<file path="src/rtl/pipe_hazard_ctrl_pkg.sv">
// Shared types and default widths for the pipeline hazard controller.
package pipe_hazard_ctrl_pkg;

  typedef enum logic {
    RUN  = 1'b0,
    HALT = 1'b1
  } state_t;

  localparam int CYC_W_DEF = 32;
  localparam int EVT_W_DEF = 16;

endpackage

</file>
<file path="src/rtl/pipe_hazard_ctrl_evt_counter.sv">
// Free-running event counter with synchronous clear and enable; wraps modulo 2^W.
module evt_counter #(
  parameter int W = 16
) (
  input  logic         clk,
  input  logic         clr,
  input  logic         en,
  output logic [W-1:0] count
);

  // NOTE: sequential state is written with non-blocking assignments only.
  always_ff @(posedge clk) begin
    if (clr)     count <= '0;
    else if (en) count <= count + W'(1);
  end

endmodule

</file>
<file path="src/rtl/pipe_hazard_ctrl.sv">
// Stall/flush/halt controller for a 5-stage pipeline with event counters.
module pipe_hazard_ctrl
  import pipe_hazard_ctrl_pkg::*;
#(
  parameter int CYC_W = CYC_W_DEF,
  parameter int EVT_W = EVT_W_DEF
) (
  input  logic             clk,
  input  logic             rst,
  input  logic             load_use,
  input  logic             jmp,
  input  logic             br_taken,
  input  logic             sys_halt,
  input  logic             go,
  output logic             pc_en,
  output logic             ifid_en,
  output logic             ifid_flush,
  output logic             idex_flush,
  output logic             halted,
  output logic [CYC_W-1:0] cyc_cnt,
  output logic [EVT_W-1:0] jmp_cnt,
  output logic [EVT_W-1:0] br_cnt,
  output logic [EVT_W-1:0] stall_cnt
);

  state_t state_q, state_d;
  logic   kill_q, go_q;
  logic   cyc_inc, jmp_inc, br_inc, stall_inc;

  always_ff @(posedge clk) begin
    if (rst) begin
      state_q <= RUN;
      kill_q  <= 1'b0;
      go_q    <= 1'b0;
    end else begin
      state_q <= state_d;
      kill_q  <= ifid_flush;
      go_q    <= go;
    end
  end

  // NOTE: every output of this block gets a default first so no latch is inferred.
  always_comb begin
    state_d    = state_q;
    pc_en      = 1'b0;
    ifid_en    = 1'b0;
    ifid_flush = 1'b0;
    idex_flush = 1'b0;
    halted     = 1'b0;
    cyc_inc    = 1'b0;
    jmp_inc    = 1'b0;
    br_inc     = 1'b0;
    stall_inc  = 1'b0;

    if (rst) begin
      ifid_flush = 1'b1;
      idex_flush = 1'b1;
    end else if (state_q == HALT) begin
      halted = 1'b1;
      if (go && !go_q) state_d = RUN;
    end else begin
      cyc_inc = 1'b1;
      pc_en   = 1'b1;
      ifid_en = 1'b1;
      // jmp/load_use right after a flush come from the squashed instruction.
      if (sys_halt) begin
        pc_en   = 1'b0;
        ifid_en = 1'b0;
        state_d = HALT;
      end else if (br_taken) begin
        ifid_flush = 1'b1;
        idex_flush = 1'b1;
        br_inc     = 1'b1;
      end else if (jmp && !kill_q) begin
        ifid_flush = 1'b1;
        jmp_inc    = 1'b1;
      end else if (load_use && !kill_q) begin
        pc_en      = 1'b0;
        ifid_en    = 1'b0;
        idex_flush = 1'b1;
        stall_inc  = 1'b1;
      end
    end
  end

  evt_counter #(.W(CYC_W)) u_cyc_cnt (
    .clk(clk), .clr(rst), .en(cyc_inc), .count(cyc_cnt)
  );

  evt_counter #(.W(EVT_W)) u_jmp_cnt (
    .clk(clk), .clr(rst), .en(jmp_inc), .count(jmp_cnt)
  );

  evt_counter #(.W(EVT_W)) u_br_cnt (
    .clk(clk), .clr(rst), .en(br_inc), .count(br_cnt)
  );

  evt_counter #(.W(EVT_W)) u_stall_cnt (
    .clk(clk), .clr(rst), .en(stall_inc), .count(stall_cnt)
  );

endmodule

</file>
<file path="config.mk">
export PLATFORM = sky130hd
export DESIGN_NAME = pipe_hazard_ctrl
export DESIGN_NICKNAME = d
export VERILOG_FILES = /design/src/rtl/pipe_hazard_ctrl_pkg.sv /design/src/rtl/pipe_hazard_ctrl_evt_counter.sv /design/src/rtl/pipe_hazard_ctrl.sv
export SDC_FILE = /design/constraint.sdc
export NUM_CORES = 1
export LEC_CHECK = 0
export BUFFER_PORTS_ARGS = -buffer_cell sky130_fd_sc_hd__buf_2
export CORE_ASPECT_RATIO = 1.1
export CORE_MARGIN = 1
export CORE_UTILIZATION = 45
export CTS_BUF_LIST = sky130_fd_sc_hd__clkbuf_2 sky130_fd_sc_hd__clkbuf_4 sky130_fd_sc_hd__clkbuf_8
export DETAILED_ROUTE_END_ITERATION = 10
export PLACE_DENSITY = 0.72
export SYNTH_ARGS = -nofsm -noshare
export SYNTH_HDL_FRONTEND = slang
export SYNTH_SLANG_ARGS = --single-unit
</file>
<file path="constraint.sdc">
create_clock -name clk -period 2.32 [get_ports clk]
set_clock_uncertainty 0.15 [all_clocks]
set_input_delay 0.232 -clock clk [delete_from_list [all_inputs] [get_ports clk]]
set_output_delay 0.232 -clock clk [all_outputs]
set_load 0.02 [all_outputs]
</file>
==> summary by stage <==
Outcome
The run finished with clean final reports.

Yosys
The post-synthesis net count is 466. The number of enable-type register cells in the synthesized netlist is 0. Of the post-synthesis cell area, the dominant cell type holds 0.431. The sequential area share after synthesis is 0.431.

The synthesized area is 3850 um2. By count the netlist is led by dfxtp_1 (83), nor2_1 (40), a21oi_1 (39). The netlist uses 41 different library cells. Sorting the synthesized cells by area gives the leading types as dfxtp_1 (43%), a21oi_1 (5.1%), xnor2_1 (4.1%), nor2_1 (3.9%), or3_1 (3.9%).

The commonest register cell after synthesis is dfxtp_1. The synthesis-stage register bit count is 83. The post-synthesis instance total is 455. The post-synthesis area per instance is 8.47 um2. The share of flip-flops with an asynchronous set or reset after synthesis is 0.

In the post-synthesis netlist, the cell with the most instances is dfxtp_1. The largest area contributor in the synthesized netlist is dfxtp_1. The number of warnings reported in the yosys synthesis log is 0.

Pwr
The share of total power dissipated in sequential elements is 0.525. Summed over all nets, the switching power comes to 0.000630 W. Of the total power, the share spent switching nets is 0.228.

The cell internal power dissipation is 0.00213 W. Summed over all cells, the static leakage comes to 1.85 nW. The power per standard cell area is 568 nW/um2.

The portion of total power attributed to the clock network is 0.420. The portion of total power attributed to combinational logic is 0.055. IR analysis of the VDD net gives a maximum drop of 264 uV.

Finish
The count of antenna diodes in the layout is 0. The area growth from synthesis to layout is 25.9%. At the end of the flow the core is filled with cells to 0.583.

In the final design database the tool counted 577 nets. The ratio of cells with drive above 1 in the final layout is 0.263.

Global routing
The largest net degree at the start of global routing is 44. The number of antenna violations at the first check in global routing is 0. met2 is the most crowded layer. The number of global-route vias before repair came to 3407. In the global route stage, met1 resource usage came out at 0.261. The first global-routing pass estimated 15500 um of wire. After global routing the overflow that remains totals 0. The overall track demand over capacity in global routing is 0.211. For this run, global-route usage on met3 was measured as 0.0340. For met2 alone, demand over resource in global routing was 0.369.

Setup path
The data required time at the worst endpoint is 2.40 ns. Measured in cells, the most critical reg-to-reg path has a length of 5. The critical register-to-register path endpoint is u_cyc_cnt.count[31]. Tracing the worst setup path back leads to its startpoint at u_cyc_cnt.count[12].

The worst register-to-register path has a setup slack of 0.11 ns. The startpoint kind of the worst setup timing path is a flip-flop. The source of the worst register-to-register timing path is u_cyc_cnt.count[12]. The category of the worst setup path capture point is a flip-flop. In this run the worst path has a maximum fanout of 21. For the worst setup path, the data arrival time is 2.30 ns. By startpoint and endpoint, the worst setup path is classified as flip-flop to flip-flop.

STA
The final-layout worst hold slack is 0.101 ns. The fraction of the cycle the final worst path needs is 0.955. Setup repair after global routing left no endpoint under its margin. Timing would allow up to 452 MHz. Setup violations remaining at the end of the flow were counted as 0. In this run the tightest slew margin relative to its limit is 0.698.

The minimum clock period after layout is 2.21 ns. The number of hold violations in the final report was 0. The final-report max-slew violation count is 0. Summed over all failing endpoints, the final setup total negative slack is 0 ns. The actual transition at the worst max-transition pin is 0.453 ns.

Job
Across the run, the number of max-cap violations was 0.

Clock network
The clock transition at the registers of the reported paths is 0.09 ns. The count of H-tree levels built during CTS is 3. The clock latency reported for the late side of the worst-skew pair is 0.34 ns. The count of clock tree sinks is 83. The root buffer cell is clkbuf_8. The clock tree buffer depth is 2. The CTS tree is yes.

The number of buffers added by the clock tree synthesis step is 9.

Drt
The wire length per cell after detailed routing is 14.0 um. The average vias per placed instance is 5.55. For this block, the initial DRC count from the detailed router was 122. The via count is 3783. For this block, the routed nets add up to 9570 um of wire.

Before antenna repair, the detailed router went through 4 iterations. The DRC violation count after routing is 0. The post-detailed-route count of antenna-violating nets is 0.

Worst hold path
The worst hold path was traced through 3 stages. The capture endpoint of the worst hold path is u_cyc_cnt.count[5]. The startpoint identified for the worst hold timing path is rst. The type of the tightest min-delay check is input pin to flip-flop.

Placed design
The quantity of I/O buffers inserted on ports is 91. The wire-length estimate of the detail-placed layout is 6860 um. Routability-driven placement finished with a final weighted congestion of 0.832.

Floorplan
The effective utilization at floorplan is 0.463. The floorplan has 35 rows. The total core area is 8320 um2.

The overall die area is 8940 um2. The die is 90.2 um wide. The I/O pin count is 92. From bottom edge to top edge, the die measures 99.0 um.
worst max-delay path, stage by stage (launching register included):
cell and delay (ns):
dfxtp_1 0.40, nand4_1 0.15, or4_1 0.55, buf_4 0.22, nor4_2 0.28, mux2_2 0.36
sequential cells by signal, summed over array words and instances, names as in the netlist:
| register | flops |
|---|---|
| u_stall_cnt.count | 16 |
| kill_q | 1 |
| state_q | 1 |
| u_br_cnt.count | 16 |
| go_q | 1 |
| u_jmp_cnt.count | 16 |
| u_cyc_cnt.count | 32 |
repair_timing:
action	4_1_cts	5_1_grt
gates resized for setup	0	5
buffers inserted	0	0
setup endpoints to repair	0	6
endpoints found under the hold margin	2	0
hold buffers	1	0
final cells by class:
| class | instances | area [um2] |
|---|---|---|
| Clock buffer | 10 | 138 |
| Clock inverter | 6 | 88.8 |
| Fill cell | 799 | 3470 |
| Inverter | 17 | 63.8 |
| Multi-Input combinational cell | 332 | 2050 |
| Sequential cell | 83 | 1660 |
| Tap cell | 111 | 139 |
| Timing Repair Buffer | 123 | 711 |
power groups by stage:
| stage | registers, W | clock network [W] | logic (W) |
|---|---|---|---|
| floorplan | 0.00149 | 0 | 0.0000775 |
| global placement | 0.00148 | 0 | 0.000146 |
| detailed placement | 0.00148 | 0 | 0.000150 |
| CTS | 0.00145 | 0.00118 | 0.000152 |
| global route | 0.00145 | 0.00124 | 0.000164 |
| finish | 0.00145 | 0.00116 | 0.000151 |
per-layer routing:
metal  share of wire  vias to the layer above
met2            0.49                      101
met5               0                        -
li1                -                     1899
met3           0.037                       14
met4           0.018                        0
met1            0.45                     1769
cells in the final DEF (no fill, tap or decap), types with 3 or more instances in the layout:
cell type	n
o41ai_1	5
nor4_1	11
o31ai_1	16
nand3_1	24
nor3_1	6
xor2_1	14
clkbuf_8	10
o21ai_0	21
and4_1	4
nor2_1	40
or4_1	16
o311ai_0	5
a21oi_1	38
buf_4	30
and2_1	4
or2_2	3
ha_1	4
nor2b_1	4
nand4_1	20
buf_2	91
dfxtp_1	82
nand2_1	30
xnor2_1	18
or3_1	23
inv_1	17
kinds of logic (layout without fill, tap and decap cells):
kind of cell | count (synthesis) | count (layout) | share of synthesized area
DFF | 83 | 83 | 0.431
xor gates and xnor gates | 32 | 32 | 0.0728
and+or+nand+nor | 203 | 203 | 0.292
muxes | 4 | 4 | 0.0110
AOI/OAI and AO/OA | 89 | 89 | 0.138
buffers and inverters | 40 | 156 | 0.0419
adders and majority gates | 4 | 4 | 0.0130
how the worst max path moves through the flow:
stage	cells past startpoint	endpoint	slack [ns]
finish	5	u_cyc_cnt.count[31]	0.11
global route	5	u_cyc_cnt.count[23]	0.004
CTS	4	u_stall_cnt.count[15]	0.03
detailed placement	5	u_stall_cnt.count[15]	0.04
global placement	5	u_stall_cnt.count[15]	0.04
floorplan	7	u_cyc_cnt.count[22]	0.02
metrics by stage:
stage / instance area [um2] / total power [W] / worst slack, ns / instances
after floorplan: 3850 / 0.00157 / 0.0204 / 455
after global placement: 4590 / 0.00163 / 0.0445 / 665
after detailed placement: 4590 / 0.00163 / 0.0374 / 665
after CTS: 4830 / 0.00278 / 0.0283 / 682
after global routing: 4850 / 0.00285 / 0.00438 / 682
final: 4850 / 0.00276 / 0.105 / 682
No activity file was read; power rests on OpenSTA's default activity.
